## src/rtl/shifter_pipe.sv

```systemverilog
`default_nettype none
// +----------------------------------------------------------------------------
// | Module      : shifter_pipe
// | Description : Pipelined multi-mode barrel shifter (ROL/ROR/SLL/SRL/SRA/PASS)
// |               with valid/ready elastic stages and a passthrough tag.
// | Revision    : 1.0 - initial release
// +----------------------------------------------------------------------------
module shifter_pipe #(
  parameter int CTRL  = 5,
  parameter int WIDTH = 2**CTRL,
  parameter int LVLS  = 2,
  parameter int TAG_W = 4
) (
  input  logic             clk,
  input  logic             rst,
  input  logic             in_valid,
  output logic             in_ready,
  input  logic [WIDTH-1:0] in_data,
  input  logic [CTRL-1:0]  in_shift,
  input  logic [2:0]       in_mode,
  input  logic [TAG_W-1:0] in_tag,
  output logic             out_valid,
  input  logic             out_ready,
  output logic [WIDTH-1:0] out_data,
  output logic [TAG_W-1:0] out_tag
);

  localparam int STAGES = (CTRL + LVLS - 1) / LVLS;

  localparam logic [2:0] MODE_ROL = 3'd0;
  localparam logic [2:0] MODE_ROR = 3'd1;
  localparam logic [2:0] MODE_SLL = 3'd2;
  localparam logic [2:0] MODE_SRL = 3'd3;
  localparam logic [2:0] MODE_SRA = 3'd4;

  // One mux level. SRA keeps the MSB intact at every level, so the operand
  // sign is always available as d[WIDTH-1] in later stages.
  function automatic logic [WIDTH-1:0] shift_level(
    input logic [WIDTH-1:0] d,
    input logic [2:0]       mode,
    input int               amt
  );
    logic [WIDTH-1:0] r;
    case (mode)
      MODE_ROL: r = (d << amt) | (d >> (WIDTH - amt));
      MODE_ROR: r = (d >> amt) | (d << (WIDTH - amt));
      MODE_SLL: r = d << amt;
      MODE_SRL: r = d >> amt;
      MODE_SRA: r = $unsigned($signed(d) >>> amt);
      default:  r = d;
    endcase
    return r;
  endfunction

  for (genvar k = 0; k < STAGES; k++) begin : g_stage
    localparam int LO   = k * LVLS;
    localparam int HI   = ((k + 1) * LVLS < CTRL) ? (k + 1) * LVLS : CTRL;
    localparam bit LAST = (k == STAGES - 1);

    logic [WIDTH-1:0]   src_data;
    logic [CTRL-LO-1:0] src_shift;
    logic [2:0]         src_mode;
    logic [TAG_W-1:0]   src_tag;
    logic               src_valid;

    logic [WIDTH-1:0]   data_r;
    logic [TAG_W-1:0]   tag_r;
    logic               valid_r;
    logic               ld;

    if (k == 0) begin : g_src_in
      assign src_data  = in_data;
      assign src_shift = in_shift;
      assign src_mode  = in_mode;
      assign src_tag   = in_tag;
      assign src_valid = in_valid;
    end else begin : g_src_prev
      assign src_data  = g_stage[k-1].data_r;
      assign src_shift = g_stage[k-1].g_carry.shift_r;
      assign src_mode  = g_stage[k-1].g_carry.mode_r;
      assign src_tag   = g_stage[k-1].tag_r;
      assign src_valid = g_stage[k-1].valid_r;
    end

    // Bit 0 of src_shift always corresponds to level LO of this stage.
    for (genvar i = LO; i < HI; i++) begin : g_level
      logic [WIDTH-1:0] lin;
      logic [WIDTH-1:0] lout;
      if (i == LO) begin : g_first
        assign lin = src_data;
      end else begin : g_chain
        assign lin = g_level[i-1].lout;
      end
      assign lout = src_shift[i-LO] ? shift_level(lin, src_mode, 1 << i) : lin;
    end

    if (LAST) begin : g_ld_last
      assign ld = !valid_r || out_ready;
    end else begin : g_ld_mid
      assign ld = !valid_r || g_stage[k+1].ld;
    end

    always_ff @(posedge clk) begin
      if (rst) begin
        valid_r <= 1'b0;
        data_r  <= '0;
        tag_r   <= '0;
      end else if (ld) begin
        valid_r <= src_valid;
        if (src_valid) begin
          data_r <= g_level[HI-1].lout;
          tag_r  <= src_tag;
        end
      end
    end

    // Only the not-yet-consumed shift bits and the mode travel onward.
    if (!LAST) begin : g_carry
      logic [CTRL-HI-1:0] shift_r;
      logic [2:0]         mode_r;
      always_ff @(posedge clk) begin
        if (rst) begin
          shift_r <= '0;
          mode_r  <= '0;
        end else if (ld && src_valid) begin
          shift_r <= src_shift[CTRL-LO-1:HI-LO];
          mode_r  <= src_mode;
        end
      end
    end
  end

  assign in_ready  = g_stage[0].ld;
  assign out_valid = g_stage[STAGES-1].valid_r;
  assign out_data  = g_stage[STAGES-1].data_r;
  assign out_tag   = g_stage[STAGES-1].tag_r;

endmodule
`default_nettype wire

```

## config.mk

```make
export PLATFORM = sky130hd
export DESIGN_NAME = shifter_pipe
export DESIGN_NICKNAME = d
export VERILOG_FILES = /design/src/rtl/shifter_pipe.sv
export SDC_FILE = /design/constraint.sdc
export NUM_CORES = 1
export LEC_CHECK = 0
export CAP_MARGIN = 30
export CELL_PAD_IN_SITES_DETAIL_PLACEMENT = 0
export CELL_PAD_IN_SITES_GLOBAL_PLACEMENT = 1
export CORE_ASPECT_RATIO = 0.6
export CORE_MARGIN = 5
export CORE_UTILIZATION = 38
export DETAILED_ROUTE_END_ITERATION = 16
export PLACE_DENSITY = 0.78
export SYNTH_ARGS = -nofsm -noshare
export SYNTH_HDL_FRONTEND = slang
export SYNTH_SLANG_ARGS = --single-unit
export TNS_END_PERCENT = 5
```

## constraint.sdc

```tcl
create_clock -name clk -period 1.55 [get_ports clk]
set_input_delay 0.155 -clock clk [delete_from_list [all_inputs] [get_ports clk]]
set_output_delay 0.155 -clock clk [all_outputs]
set_load 0.05 [all_outputs]
```

* Word-level counts from Yosys, hierarchy flattened *
Index checks and enable logic that the tools add are counted.

word-level totals
  register bits after elaboration = 121
  output and inout port bits = 38
  bits of input ports = 48
  word-level logic and storage cells = 59

cells by class
  mux-type cells = 10
  equal/unequal tests = 12
  reduce and logical (&&, ||, !) cells = 15
  bitwise logic cells = 9

operator list
  kind                                                                   number
  32-bit one-hot mux with 5 select lines                                 4
  32-bit two-way mux                                                     5
  32-bit one-hot mux with 4 select lines                                 1
  16-bit by 32-bit OR with 32-bit output                                 1
  24-bit by 32-bit OR with 32-bit output                                 1
  28-bit by 32-bit OR with 32-bit output                                 1
  30-bit by 32-bit OR with 32-bit output                                 1
  31-bit by 32-bit OR with 32-bit output                                 1
  32-bit by 1-bit OR with 32-bit output                                  1
  32-bit by 2-bit OR with 32-bit output                                  1
  32-bit by 4-bit OR with 32-bit output                                  1
  32-bit by 8-bit OR with 32-bit output                                  1
  3-bit by 2-bit equality test with 1-bit output, second input constant  6
  3-bit by 1-bit equality test with 1-bit output, second input constant  3
  3-bit equality test, second input constant                             3
  3-bit zero test                                                        3
  2-bit AND reduction                                                    3
  1-bit zero test                                                        3
  1-bit logical OR                                                       3
  1-bit logical AND                                                      2
  2-bit OR reduction                                                     1

* Longest topological paths before layout *
Gate-level depths: netlist of run 1.

  word-level depth = 6
  gate-level depth with buffers = 8
  mapped depth without buffers = 5

* Least setup slack after synthesis of run 1 *
Ideal clock, no wire load.

  kind = flip-flop to flip-flop
  from = register g_stage[2].valid_r, in the netlist out_valid
  to = register g_stage[0].data_r[2]
  clock period less this slack = 2.423 ns
  arrival time = 2.320 ns
  stages on the path, launching flop included = 7
  slack = -0.873 ns
  path buffers = 1
  path through = dfxtp_1 -> nand4b_1 -> and2_1 -> clkbuf_1 -> nand2_1 -> a221oi_1 -> a2111oi_2

between the ends
  cells in the longest elaborated chain, start to end = 5

ends and longest elaborated chain
  item                                  line  text
  start, declared                       68    logic valid_r;
  start signal, assigned                109   valid_r <= src_valid;
  1-bit zero test                       98    assign ld = !valid_r || out_ready;
  1-bit logical OR                      98
  1-bit logical OR (2 in series)        100   assign ld = !valid_r || g_stage[k+1].ld;
  net in_ready                          17    output logic in_ready,
  2-bit AND reduction (no source line)  n/a
  end signal, assigned                  111   data_r <= g_level[HI-1].lout;
  end, declared                         66    logic [WIDTH-1:0] data_r;

The timed path passes the listed nets, and every way through them passes these cells.
A chain may end at the register's enable or synchronous reset.

* Worst setup path in the final report of run 1 *
  from = register g_stage[0].g_carry.mode_r[0]
  to = register g_stage[1].data_r[16]

between the ends
  cells in the longest elaborated chain, start to end = 6
  elaborated cells between the ends (all ways) = 11

ends and longest elaborated chain
  item                                                                                             line    text
  start, declared                                                                                  120     logic [2:0] mode_r;
  start signal, assigned                                                                           127     mode_r <= src_mode;
  3-bit equality test, or another cell as far along                                                44      case (mode)
  32-bit one-hot mux with 5 select lines                                                           44
  32-bit two-way mux                                                                               94      assign lout = src_shift[i-LO] ? shift_level(lin, src_mode, 1 << i) : lin;
  24-bit by 32-bit OR with 32-bit output or 32-bit by 8-bit OR with 32-bit output (tied branches)  46, 45
  32-bit one-hot mux with 5 select lines                                                           44
  32-bit two-way mux *                                                                             94
  end signal, assigned                                                                             111
  end, declared                                                                                    66

Every way passes the cells marked *; elsewhere a longest branch is shown, timed or not.

==> results of run 1 <==
-- critical path: cells and delay by family (launching register included) --
kind	cells	cell delay [ns]
buf+inv	6	0.80
compound gates	3	0.53
flops	1	0.36
-- cells in the mapped netlist (17+ instances only) --
library cell    n
a21oi_1        70
a221oi_1       20
a32o_1         30
buf_2          26
buf_4          17
clkbuf_1       64
dfxtp_1       121
inv_1          20
nand2_1       172
nand2b_1       21
nor2_1         58
nor3b_1        32
o211ai_1       65
o21ai_0        91
o221ai_1       33
o22ai_1        29
o311ai_1       17
-- where the power goes --
group	internal, mW	switching [mW]
logic	1.44	1.63
registers	3.29	0.256
clock network	2.83	1.54
-- through the flow --
step	TNS (ns)	util
floorplan	-20.07	-
global placement	-24.24	0.509
detailed placement	-26.25	0.509
CTS	-3.85	0.569
global route	-7.23	0.585
finish	-5.26	0.585
-- state kept, by name (all words and copies together), names as in the netlist --
| signal | count |
|---|---|
| g_stage.data_r | 64 |
| g_stage.tag_r | 8 |
| g_stage.g_carry.shift_r | 4 |
| out_data | 32 |
| out_tag | 4 |
| out_valid | 1 |
| g_stage.g_carry.mode_r | 6 |
| g_stage.valid_r | 2 |
-- worst max path at each step --
stage	endpoint	start	cells after the start	slack (ns)
after floorplan	g_stage[0].data_r[10]$_SDFFE_PP0P_	out_valid$_SDFFE_PP0P_	5	-0.49
after global placement	g_stage[0].data_r[31]$_SDFFE_PP0P_	in_mode[1]	7	-0.71
after detailed placement	g_stage[0].data_r[31]$_SDFFE_PP0P_	in_mode[1]	7	-0.71
after CTS	g_stage[1].data_r[30]$_SDFFE_PP0P_	g_stage[0].g_carry.mode_r[2]$_SDFFE_PP0P_	6	-0.22
after global routing	g_stage[1].data_r[16]$_SDFFE_PP0P_	g_stage[0].g_carry.mode_r[0]$_SDFFE_PP0P_	9	-0.30
final	g_stage[1].data_r[16]$_SDFFE_PP0P_	g_stage[0].g_carry.mode_r[0]$_SDFFE_PP0P_	9	-0.26
-- routing by layer --
layer,up-vias,share of wire
met1,4883,0.48
met2,493,0.40
met4,0,0.014
met5,-,0
met3,46,0.11
li1,4644,-
-- repair_timing --
action | in CTS | in global routing
gates resized for setup | 111 | 56
setup buffers | 5 | 5
pin swaps | 46 | 28
setup endpoints to repair | 63 | 81
cloned | 4 | 1
-- final cells by class --
cell class	count	area, sq um	area share
multi-input combinational	829	5810	0.469
timing repair buffer	324	3060	0.247
sequential	121	2430	0.197
clock buffer	23	478	0.0386
tap	279	349	0.0282
clock inverter	9	161	0.0131
inverter	20	78.8	0.00637
-- cell families (layout without fill, tap and decap cells) --
family,Yosys count,in the layout,synth area share
DFF,121,121,0.294
and+or+nand+nor,336,336,0.191
buffers and inverters,140,376,0.0830
muxes,5,5,0.00623
AOI/OAI and AO/OA,488,488,0.426
==> out/qor.csv, run 1 <==
metric;value;unit
fin crit period;1.81;ns
Clock Skew;0.0127;ns
Peak supply drop;778;uV
clock sinks;121;
starting density of the core;0.389;
R2R cell count;9;
number of synthesized flops with an enable pin;0;
pin count of the biggest net entering global routing;64;
fmax;553;MHz
worst hold stages;2;
met2 GRT Util;0.353;
vias in the first global route;9203;
Worst R2R Setup Slack;-0.26;ns
status;finished with violations;
Async SR Flop Fraction;0;
CP arrival;2.11;ns
Worst EP required;1.85;ns
delay of the slowest cell on the worst path;0.36;ns
Initial DRT Pass Iterations;6;
fillers;1926;
Placed Cells;1559;
fin cells;1605;
Synth Warn #;0;
Vias/cell;6.27;
die area;24800;sq um
Final Hold Viols;0;
Pwr Total;11.0;mW
Setup CP Type;register to register;
pwr dens;890;nW/um^2
most frequent cells in the layout;buf_4 (228), nand2_1 (169), dfxtp_1 (115);
top cells by area, synth;dfxtp_1 (29%), nand2_1 (7.8%), o211ai_1 (5.9%);
global-route total usage across every layer;0.261;
most frequent CP cell;buf_6;
drt total wl;33.0;mm
ANT nets after route;0;
register area share after synthesis;0.294;
die height;124;microns
Initial DRC Count;1195;
fin nets;1361;
fin worst setup slack;-0.259;ns
H-tree depth;4;
Overflow after GRT;0;
Syn Area/Cell;7.55;sq um
type of the worst min-delay path;input pin to register;
design area;12400;sq um
Post-DP Area;10800;sq um
synthesized instance count;1090;
# hold bufs at CTS;0;
r2r endpoint;g_stage[1].data_r[16]$_SDFFE_PP0P_;
Max-Cap Viols;0;
ant diodes;0;
Root Buffer;clkbuf_16;
vias;10100;
Syn Nets;1138;
fin crit share;1.17;
post-detail-place hpwl;23.8;mm
DR WL/cell;20.6;microns
Hold Startpoint;rst;
most common cell after layout, fill and taps aside;buf_4;
CTS tree;built;
Worst Tran Pin Value;0.570;ns
CP max stage cell;dfxtp_2;
DRC viols;0;
share of layout cells above drive strength 1;0.328;
Max Slew Vio Count;0;
crit path launch type;register;
Cell variety after synth;68;
top cell type's share of synthesized area;0.294;
Slew HR;0.620;
largest area contributor in the netlist;dfxtp_1;
I/O pin count;86;
Worst Hold End;g_stage[1].g_carry.mode_r[1]$_SDFFE_PP0P_;
Worst Path Max Fanout;6;
WHS;0.0515;ns
cts bufs inserted;17;
worst skew pair latency;0.43;ns
Crit. End Element;register;
Clock Pin Slew Worst Setup and Hold Paths;0.06;ns
gpl congestion;0.945;
first-pass GRT wire length;51.0;mm
Core ar.;21100;sq um
# setup viols final;32;
violated checks;negative setup slack;
unrepaired setup endpoints after global routing;yes;
antenna violations before repair;0;
pre-CTS setup slack;-0.711;ns
Area growth, synth to finish;50.3;%
LEAKAGE;4.52;nW
CP Cell Sequence;buf_6 -> clkinvlp_4 -> buf_12 -> buf_16 -> buf_8 -> buf_6 -> a221oi_2 -> a211o_1 -> a31oi_4;
busiest grt layer;met1;
Site Rows;41;
Die W;200;microns
Yosys reg bits;121;
IO Port Bufs;85;
Post-synth top flop;dfxtp_1;
met3 Use GR;0.0665;
reg-to-reg critical path startpoint;g_stage[0].g_carry.mode_r[0]$_SDFFE_PP0P_;
GR Util met1;0.405;
synthesized cell area;8230;sq um
Clock Path Buffers;2;
Power figures use the tool's default switching activity.
==> inputs of run 2 (changes only) <==
CORE_UTILIZATION = 45   (was 38)
PLACE_DENSITY = 0.86   (was 0.78)
TNS_END_PERCENT = default   (was 5)
clock period = 2.2 ns   (was 1.55 ns; I/O delays follow)
==> run 2 against run 1 <==
  * Sequential cell count unchanged
  * Worst setup slack improved by 0.43 ns
  * Final cell count fell by 12%
  * Core utilization decreased by 2.0 points
  * Clock power is 32% lower
  * Design area fell by 18%
  * Via count is 7.7% lower
  * Clock skew decreased by 0.0028 ns
  * Clock-buffer cell count is 4 lower
  * The flow now finishes without violations
  * Sequential power decreased by 30%
  * Highest routed layer unchanged
  * Largest power group unchanged
==> out/qor.csv, run 2 (synthesis results as in run 1) <==
metric;value;unit
I/O pin count;86;
design area;10200;sq um
CP Cell Sequence;nand2b_1 -> buf_4 -> o221ai_1 -> a31oi_1 -> a211oi_1 -> o31ai_1;
die height;115;microns
unrepaired setup endpoints after global routing;no;
Root Buffer;clkbuf_16;
fmax;493;MHz
Initial DRT Pass Iterations;6;
Slew HR;0.339;
CP max stage cell;a31oi_1;
ant diodes;0;
Initial DRC Count;1360;
# setup viols final;0;
fin crit period;2.03;ns
delay of the slowest cell on the worst path;0.55;ns
Metal-1 WL;14.6;mm
WL met3;4.16;mm
Worst Tran Pin Value;0.988;ns
die area;21200;sq um
pwr dens;694;nW/um^2
pre-CTS setup slack;-0.0739;ns
worst skew pair latency;0.43;ns
Area growth, synth to finish;23.7;%
fin worst setup slack;0.171;ns
cts bufs inserted;17;
Reg with most FFs;g_stage.data_r;
drt total wl;30.3;mm
Clock Skew;0.00990;ns
CP arrival;2.37;ns
starting density of the core;0.457;
Largest register FFs;64;
ANT nets after route;0;
status;completed;
Overflow after GRT;0;
vias in the first global route;8428;
DRC viols;0;
share of layout cells above drive strength 1;0.134;
H-tree depth;4;
most common cell after layout, fill and taps aside;nand2_1;
gpl congestion;0.971;
Core ar.;18000;sq um
fin crit share;0.922;
antenna violations before repair;0;
Clock Pin Slew Worst Setup and Hold Paths;0.06;ns
first-pass GRT wire length;48.3;mm
IO Port Bufs;85;
crit path launch type;register;
fin nets;1209;
Die W;185;microns
Worst EP required;2.54;ns
DR WL/cell;21.4;microns
CTS tree;built;
Crit. End Element;register;
Setup CP Type;register to register;
vias;9291;
Final Hold Viols;0;
Max-Cap Viols;0;
Max Slew Vio Count;0;
Top Layer Used;met4;
met2 routed WL;11.1;mm
type of the worst min-delay path;input pin to register;
Site Rows;38;
Peak supply drop;560;uV
Clock Path Buffers;2;
Vias/cell;6.57;
post-detail-place hpwl;22.6;mm
most frequent cells in the layout;nand2_1 (172), dfxtp_1 (118), o21ai_0 (91);
Post-DP Area;9560;sq um
clock sinks;121;
pin count of the biggest net entering global routing;64;
global-route total usage across every layer;0.287;
Worst Path Max Fanout;17;
LEAKAGE;3.35;nW
[run 2: changes by cell type in the layout (fill, tap and decap cells not counted), moves of 9 or more]
cell	before	now
a221oi_2	12	1
o21ai_0	67	91
o22ai_2	9	0
o21ai_1	32	10
buf_4	228	77
buf_12	27	11
o22ai_1	13	29
a221oi_1	8	20
buf_6	12	0
clkdlybuf4s50_1	42	81
[run 2: area by class of cell]
class / count / area [sq um]
fill: 1681 / 7840
tap: 240 / 300
clock inverter: 13 / 166
inverter: 20 / 75.1
clock buffer: 19 / 453
sequential: 121 / 2430
timing repair buffer: 172 / 1620
multi-input combinational: 829 / 5130
[run 2: power breakdown]
part           internal, mW  total (mW)  switching (mW)
Sequential             2.32        2.50           0.183
Combinational         0.645        1.60           0.959
Clock                  1.85        2.96            1.11
Total                  4.82        7.07            2.25
[run 2: per-layer routing]
layer / global-route usage / vias up
met5: 0 / -
met4: 0.0679 / 0
met3: 0.106 / 41
met2: 0.356 / 530
met1: 0.453 / 4400
li1: - / 4320
[run 2: final timing paths]
check                                             from                                    endpoint  slack, ns  depth (start not counted)
max          g_stage[0].g_carry.mode_r[1]$_SDFFE_PP0P_           g_stage[1].data_r[5]$_SDFFE_PP0P_       0.17                          6
min reg2reg           g_stage[0].tag_r[3]$_SDFFE_PP0P_            g_stage[1].tag_r[3]$_SDFFE_PP0P_       0.45                          2
min                                                rst  g_stage[0].g_carry.shift_r[0]$_SDFFE_PP0P_       0.26                          3
max reg2reg  g_stage[0].g_carry.mode_r[1]$_SDFFE_PP0P_           g_stage[1].data_r[5]$_SDFFE_PP0P_       0.17                          6
[run 2: timing repair]
action,4_1_cts,5_1_grt
resized for setup,0,1
buffers inserted,0,0
endpoints found under the setup margin,0,1
hold buffers,0,0
[run 2: metrics by stage]
step / TNS (ns) / utilization / std cells / hold slack, ns / power, mW
floorplan: -0.0112 / - / 1090 / 0.349 / 3.46
CTS: 0 / 0.565 / 1414 / 0.227 / 7.02
global route: 0 / 0.565 / 1414 / 0.272 / 7.32
global placement: -0.0962 / 0.530 / 1382 / 0.442 / 4.08
detailed placement: -0.233 / 0.530 / 1382 / 0.448 / 4.09
finish: 0 / 0.565 / 1414 / 0.262 / 7.07
[run 2: critical path, delay by kind of cell (launching register included)]
family / cells / cell delay (ns)
buf+inv: 1 / 0.28
simple gates: 1 / 0.26
flops: 1 / 0.33
compound gates: 4 / 1.07
